File: src/rtl/fifo_ctrl.sv
// fifo_ctrl: pointer/flag controller for the UART TX/RX FIFO storage array.
// First-word-fall-through: the head word sits at rd_addr whenever empty is low.
// Pointers carry one extra wrap bit; the storage address is the low AW bits.
// Status flags are registered from the next-state occupancy, so they reflect
// the result of an edge during the following cycle.
// Optional feature macro: FIFO_ERR_FLAGS_EN adds sticky overflow/underflow
// outputs and the err_clr input. Without it those ports and flops do not exist.
module fifo_ctrl #(
  parameter int unsigned FIFO_DEPTH = 16,
  parameter int unsigned AF_LEVEL   = 12,
  parameter int unsigned AE_LEVEL   = 2,
  localparam int unsigned AW        = $clog2(FIFO_DEPTH)
) (
  input  logic          clk,
  input  logic          rstN,
  input  logic          push,
  input  logic          pop,
  output logic          wr_en,
  output logic [AW-1:0] wr_addr,
  output logic [AW-1:0] rd_addr,
  output logic          full,
  output logic          empty,
  output logic          almost_full,
  output logic          almost_empty,
  output logic [AW:0]   count
`ifdef FIFO_ERR_FLAGS_EN
  ,
  input  logic          err_clr,
  output logic          overflow,
  output logic          underflow
`endif
);

  // Parameter legality is checked at elaboration.
  if ((FIFO_DEPTH < 4) || ((FIFO_DEPTH & (FIFO_DEPTH - 1)) != 0)) begin : g_bad_depth
    $error("fifo_ctrl: FIFO_DEPTH must be a power of 2 and >= 4");
  end
  if ((AF_LEVEL < 1) || (AF_LEVEL > FIFO_DEPTH)) begin : g_bad_af
    $error("fifo_ctrl: AF_LEVEL must lie in 1..FIFO_DEPTH");
  end
  if (AE_LEVEL > FIFO_DEPTH - 1) begin : g_bad_ae
    $error("fifo_ctrl: AE_LEVEL must lie in 0..FIFO_DEPTH-1");
  end

  localparam logic [AW:0] CntOne   = (AW + 1)'(1);
  localparam logic [AW:0] CntDepth = (AW + 1)'(FIFO_DEPTH);
  localparam logic [AW:0] CntAf    = (AW + 1)'(AF_LEVEL);
  localparam logic [AW:0] CntAe    = (AW + 1)'(AE_LEVEL);

  logic [AW:0] wr_ptr_q, wr_ptr_d;
  logic [AW:0] rd_ptr_q, rd_ptr_d;
  logic [AW:0] count_q, count_d;
  logic        full_q, full_d;
  logic        empty_q, empty_d;
  logic        af_q, af_d;
  logic        ae_q, ae_d;
  logic        push_ok, pop_ok;

  // Request acceptance, write enable and next-state pointers/occupancy.
  always_comb begin
    pop_ok   = pop & ~empty_q;
    // A push into a full FIFO is accepted only when the head leaves in the same edge.
    push_ok  = push & (~full_q | pop_ok);
    wr_ptr_d = wr_ptr_q;
    rd_ptr_d = rd_ptr_q;
    count_d  = count_q;
    if (push_ok) begin
      wr_ptr_d = wr_ptr_q + CntOne;
    end
    if (pop_ok) begin
      rd_ptr_d = rd_ptr_q + CntOne;
    end
    unique case ({push_ok, pop_ok})
      2'b10:   count_d = count_q + CntOne;
      2'b01:   count_d = count_q - CntOne;
      default: count_d = count_q;
    endcase
    full_d  = (count_d == CntDepth);
    empty_d = (count_d == '0);
    af_d    = (count_d >= CntAf);
    ae_d    = (count_d <= CntAe);
  end

  // Pointer, occupancy and flag registers.
  always_ff @(posedge clk or negedge rstN) begin
    if (!rstN) begin
      wr_ptr_q <= '0;
      rd_ptr_q <= '0;
      count_q  <= '0;
      full_q   <= 1'b0;
      empty_q  <= 1'b1;
      af_q     <= 1'b0;
      ae_q     <= 1'b1;
    end else begin
      wr_ptr_q <= wr_ptr_d;
      rd_ptr_q <= rd_ptr_d;
      count_q  <= count_d;
      full_q   <= full_d;
      empty_q  <= empty_d;
      af_q     <= af_d;
      ae_q     <= ae_d;
    end
  end

  // Output mapping; wr_en is held low while reset is asserted so no write is in flight.
  always_comb begin
    wr_en        = push_ok & rstN;
    wr_addr      = wr_ptr_q[AW-1:0];
    rd_addr      = rd_ptr_q[AW-1:0];
    full         = full_q;
    empty        = empty_q;
    almost_full  = af_q;
    almost_empty = ae_q;
    count        = count_q;
  end

`ifdef FIFO_ERR_FLAGS_EN
  logic overflow_q, overflow_d;
  logic underflow_q, underflow_d;

  // Sticky error flags; a same-cycle set wins over err_clr.
  always_comb begin
    overflow_d  = overflow_q & ~err_clr;
    underflow_d = underflow_q & ~err_clr;
    if (push & full_q & ~pop_ok) begin
      overflow_d = 1'b1;
    end
    if (pop & empty_q) begin
      underflow_d = 1'b1;
    end
  end

  // Error flag registers.
  always_ff @(posedge clk or negedge rstN) begin
    if (!rstN) begin
      overflow_q  <= 1'b0;
      underflow_q <= 1'b0;
    end else begin
      overflow_q  <= overflow_d;
      underflow_q <= underflow_d;
    end
  end

  assign overflow  = overflow_q;
  assign underflow = underflow_q;
`endif

  // Internal consistency: occupancy always equals the pointer distance.
  a_count_ptr : assert property (@(posedge clk) disable iff (!rstN)
    count_q == (wr_ptr_q - rd_ptr_q));
  a_full_empty : assert property (@(posedge clk) disable iff (!rstN)
    !(full_q && empty_q));
  a_count_max : assert property (@(posedge clk) disable iff (!rstN)
    count_q <= CntDepth);

endmodule

File: config.mk
export PLATFORM = sky130hd
export DESIGN_NAME = fifo_ctrl
export DESIGN_NICKNAME = d
export VERILOG_FILES = /design/src/rtl/fifo_ctrl.sv
export SDC_FILE = /design/constraint.sdc
export NUM_CORES = 1
export LEC_CHECK = 0
export ABC_AREA = 1
export CAP_MARGIN = 20
export CORE_AREA = 2 2 51 53
export CTS_CLUSTER_DIAMETER = 30
export CTS_CLUSTER_SIZE = 24
export DETAILED_ROUTE_END_ITERATION = 16
export DIE_AREA = 0 0 53 55
export HOLD_SLACK_MARGIN = 0.05
export PLACE_DENSITY_LB_ADDON = 0.05
export SLEW_MARGIN = 5
export SYNTH_ARGS = -nofsm -noshare
export SYNTH_HDL_FRONTEND = slang
export SYNTH_SLANG_ARGS = --single-unit
export TNS_END_PERCENT = 30
File: constraint.sdc
create_clock -name clk -period 2.1 [get_ports clk]
set_clock_uncertainty 0.1 [all_clocks]
set_input_delay 0.525 -clock clk [delete_from_list [all_inputs] [get_ports clk]]
set_output_delay 0.525 -clock clk [all_outputs]
set_load 0.02 [all_outputs]
**Yosys cells after proc, flatten, opt, wreduce, memory -nomap -nowiden**

Index checks and enable logic that the tools add are counted.

- Add/subtract/negate cells: 4
- Order comparisons: 2
- Eq/ne operators: 3
- Muxes and demuxes: 1
- Bitwise operators: 6
- Reduce and logical (&&, ||, !) cells: 1

Operators with widths:

| cell | number |
|---|---|
| $add A5 B1 Y5 const B | 3 |
| $pmux W5 S2 | 1 |
| $eq A5 B5 Y1 const B | 1 |
| $ge A5 B4 Y1 const B | 1 |
| $le A5 B2 Y1 const B | 1 |
| $logic_not A5 Y1 | 1 |
| $sub A5 B1 Y5 const B | 1 |
| $and A1 B1 Y1 | 3 |
| $eq A2 B1 Y1 const B | 1 |
| $eq A2 B2 Y1 const B | 1 |
| $not A1 Y1 | 2 |
| $or A1 B1 Y1 | 1 |

- Register bits: 19
- Logic and storage cells: 24

**Longest topological paths before layout**

- Depth in word-level cells: 7
- Mapped depth: 19
- Mapped depth without buffers: 19

**Least setup slack after synthesis**

Ideal clock, no wire load.

- Kind: input to register
- Start point: in pop
- End point: reg empty_q (netlist: empty)
- Library setup time: 0.067 ns
- Arrival: 2.260 ns
- Data required time: 1.933 ns
- Setup slack: -0.327 ns
- Cell stages on the path: 15
- Path buffers: 0
- Cells stage by stage: inv_1 > nor2_4 > inv_2 > nand2_1 > nand2_2 > ha_1 > nand2_1 > inv_1 > nor2_1 > ha_1 > o21ai_0 > nand2_1 > nor2_2 > nand3_1 > nor2_1

- Word-level cells in the longest chain between the ends: 6

Ends and longest elaborated chain:

| element | line | text |
|---|---|---|
| from (decl) | 17 | `input logic pop,` |
| $and A1 B1 Y1 * | 61 | `pop_ok = pop & ~empty_q;` |
| named net pop_ok | 57 | `logic push_ok, pop_ok;` |
| $or A1 B1 Y1 | 63 | `push_ok = push & (~full_q \| pop_ok);` |
| $and A1 B1 Y1 | 63 |  |
| $eq A2 B1 Y1 or $eq A2 B2 Y1 (tied branches) | 73 | `unique case ({push_ok, pop_ok})` |
| $pmux W5 S2 * | 73 |  |
| $logic_not A5 Y1 * | 79 | `empty_d = (count_d == '0);` |
| named net empty_d | 54 | `logic empty_q, empty_d;` |
| to (signal assigned) | 99 | `empty_q <= empty_d;` |
| to (decl) | 54 |  |

The timed path passes the listed nets; every way through them passes the cells marked *.
A chain may end at the register's enable or synchronous reset.

**Worst setup path in the final report**

- Start point: reg empty_q (netlist: empty)
- End point: reg af_q (netlist: almost_full)

- Word-level cells in the longest chain between the ends: 7

Ends and longest elaborated chain:

| element | line | text |
|---|---|---|
| $not A1 Y1 * | 61 |  |
| $and A1 B1 Y1 * | 61 |  |
| named net pop_ok | 57 |  |
| $or A1 B1 Y1 | 63 |  |
| $and A1 B1 Y1 | 63 |  |
| $eq A2 B1 Y1 or $eq A2 B2 Y1 (tied branches) | 73 |  |
| $pmux W5 S2 * | 73 |  |
| $ge A5 B4 Y1 * | 80 | `af_d = (count_d >= CntAf);` |
| named net af_d | 55 | `logic af_q, af_d;` |
| to (signal assigned) | 92 | `af_q <= 1'b0;` |
| to (signal assigned) | 100 | `af_q <= af_d;` |
| to (decl) | 55 |  |

Marked as above.

==> results.py <==
metrics = {
    "routing": {
        "drc": 0,
        "via_per_inst": 4.73,
        "firstDrtPassIters": 4,
        "detail-route-antenna-nets": 0,
        "wire_per_inst_um": 11.7,
        "wirelength_mm": 2.19,
        "drt_first_iter_violations": 16,
        "vias": 885,
    },
    "final_layout": {
        "drive_gt1_share_pct": 36.3,
        "multi_input_area_um2": 547,
        "fill_cells": 226,
        "seqCellArea_um2": 428,
        "layout.nets": 167,
        "n_antenna_cell": 0,
        "area_growth_syn_to_layout_pct": 51.5,
        "utilization_pct": 61.0,
    },
    "floorplan": {
        "die-area_um2": 2920,
        "die_height_um": 55,
        "start_util_pct": 40.3,
        "core_area_um2": 2360,
        "rows": 18,
        "io_pins": 22,
        "die_x_um": 53,
    },
    "clock_network": {
        "cts_tree": "yes",
        "cts.sinks": 17,
        "root_buffer": "clkbuf_4",
        "numCtsBuffers": 3,
        "cts_buffer_depth": 2,
        "clk_pin_slew_ns": 0.10,
        "htree_levels": 1,
        "clk_latency_ns": 0.31,
        "postCtsHoldBufs": 0,
    },
    "power_and_ir_drop": {
        "power.leakage_uw": 0.000710,
        "ir_drop_mv": 0.917,
        "power_density_nw_per_um2": 1640,
    },
    "timing": {
        "grt_setup_unrepaired": "yes",
        "hold_viol_final": 0,
        "fmax_mhz": 481,
        "drv_slew": 0,
        "timing.hold.ws_ns": 0.377,
        "maxSlewHeadroom_pct": 84.3,
        "period_needed_ns": 2.08,
        "period_share_pct": 99.0,
        "setup_violations": 0,
        "worst_pin_slew_ns": 0.234,
    },
    "synthesis": {
        "yosysWarnings": 0,
        "ys_seq_area_share_pct": 44.9,
        "netlist_instances": 115,
        "synthSimpleGateAreaFrac_pct": 32.6,
        "synth_area_leaders": "dfrtp_1, nand2_1, ha_1",
        "yosysTopAreaCell": "dfrtp_1",
        "synth_xor_area_share_pct": 6.44,
        "synth_area_per_cell_um2": 8.28,
        "synthAdderAreaFrac_pct": 6.57,
        "synth_top_family_by_area": "simple AND/OR/NAND/NOR gates",
        "ys_types": 19,
        "synthesis.nets": 124,
        "synth_mux_area_share_pct": 1.18,
        "synth_top_area_share_pct": 39.4,
        "syn_area_um2": 952,
        "synth_compound_area_share_pct": 1.58,
        "synth-seq-cells": 17,
    },
    "worst_setup_path": {
        "endpoint_kind": "flip-flop",
        "path_max_fanout": 6,
        "worstPathRequired_ns": 2.21,
        "crit_arrival_ns": 2.19,
        "cp-start-kind": "flip-flop",
        "crit_type": "reg2reg",
    },
    "grt": {
        "track_usage_pct": 16.8,
        "antenna_found_initial": 0,
        "grt_pass1_wl_mm": 3.35,
        "grt_overflow": 0,
        "grt_max_degree": 18,
        "first_global_vias": 825,
    },
    "placed_design": {
        "place.port_buffers": 21,
        "gp_congestion": 0.816,
        "place_hpwl_mm": 1.60,
    },
    "run": {
        "max-cap-violations": 0,
    },
    "outcome": {
        "status": "complete, no violations",
    },
    "min_path": {
        "min_path_type": "reg2reg",
    },
}
==> cell type report <==
type | instances | area share [%]
inverters | 17 | 5.12
clock buffers | 3 | 1.56
clock inverters | 1 | 0.347
multi-input cells | 81 | 37.9
flip-flops and latches | 17 | 29.7
repair buffers | 38 | 22.8
well taps | 30 | 2.60
==> worst paths after layout <==
| check | depth (start not counted) | endpoint | slack (ns) | start |
|---|---|---|---|---|
| max | 14 | almost_full$_DFF_PN0_ | 0.02 | empty$_DFF_PN1_ |
| min | 1 | rd_ptr_q[3]$_DFFE_PN0P_ | 0.38 | rd_ptr_q[3]$_DFFE_PN0P_ |
| max reg2reg | 14 | almost_full$_DFF_PN0_ | 0.02 | empty$_DFF_PN1_ |
| min reg2reg | 1 | rd_ptr_q[3]$_DFFE_PN0P_ | 0.38 | rd_ptr_q[3]$_DFFE_PN0P_ |
| max in group asynchronous | 2 | almost_empty$_DFF_PN1_ | 1.17 | rstN |
| min in group asynchronous | 2 | wr_ptr_q[0]$_DFFE_PN0P_ | 0.47 | rstN |
==> cell usage after synthesis <==
master / number
nand4_1: 4
ha_1: 5
nor2_1: 9
nor2_4: 2
o21ai_1: 1
xor2_1: 4
xnor2_1: 3
inv_2: 2
nand3_2: 2
nand2_2: 5
nor3_1: 1
dfstp_2: 2
inv_1: 15
mux2_2: 1
o21ai_0: 2
nor2_2: 1
nand2_1: 31
nand3_1: 10
dfrtp_1: 15
==> layout by cell type, fill, tap and decap left out, types with 2 or more instances in the layout <==
master,Yosys,routed
xor2_1,4,4
inv_2,2,4
ha_4,0,2
nand2_1,31,27
clkdlybuf4s50_1,0,17
nor2_2,1,4
nand4_1,4,4
nor2_1,9,5
dfstp_2,2,2
nand3_1,10,7
nand2_2,5,6
ha_1,5,2
dfrtp_1,15,15
buf_4,0,16
xnor2_1,3,3
nand3_2,2,5
inv_1,15,11
nor2_4,2,3
clkbuf_4,0,3
dlygate4sd2_1,0,2
nand2_4,0,3
==> worst max-delay path, cell delays in order (launching register included) <==
cell and delay [ns]:
dfstp_2 0.56, nor2_4 0.04, buf_6 0.12, ha_4 0.17, nand2_4 0.07, inv_4 0.04, nor2_4 0.13, ha_4 0.15
inv_2 0.04, nand2_4 0.07, nand4_1 0.17, nand3_2 0.13, nand2_1 0.06, nand2_1 0.07, nand2_1 0.05
==> sequential cells by signal, indices dropped and copies added (netlist names) <==
signal	flops
count	5
rd_ptr_q	4
wr_ptr_q	4
almost_empty	1
almost_full	1
empty	1
full	1
==> logic make-up (layout without fill, tap and decap cells) <==
kind of cell,after synthesis,after routing
compound gates,3,3
simple gates,65,65
flops,17,17
xor+xnor,7,7
fa+ha+maj,5,5
mux,1,1
buf+inv,17,59
==> through the flow <==
stage	worst slack, ns	TNS, ns	std cells	total power (uW)	cell area, um^2
after floorplan	-0.160	-0.644	115	1460	996
after global placement	-0.758	-6.39	178	2010	1330
after detailed placement	-0.812	-6.83	178	2050	1330
after CTS	0.00666	0	185	2350	1420
after global routing	-0.0966	-0.457	187	2580	1440
final	0.0209	0	187	2370	1440
==> layer usage <==
layer	wire length (um)	GRT usage (%)
met1	893	17.7
met3	102	3.23
met5	0	0
met2	1150	31.5
met4	48	9.83
==> power breakdown <==
| group | switching (uW) | total (uW) | internal (uW) |
|---|---|---|---|
| combinational | 798 | 1530 | 727 |
| clock | 115 | 186 | 71.3 |
| sequential | 166 | 661 | 495 |
==> repair_timing <==
action                                  in CTS  in global routing
resized for setup                           18                  6
buffers inserted                             3                  2
endpoints found under the setup margin      11                  8
pin swaps                                   14                  6
Note: power is estimated with default switching activity, not from simulation.
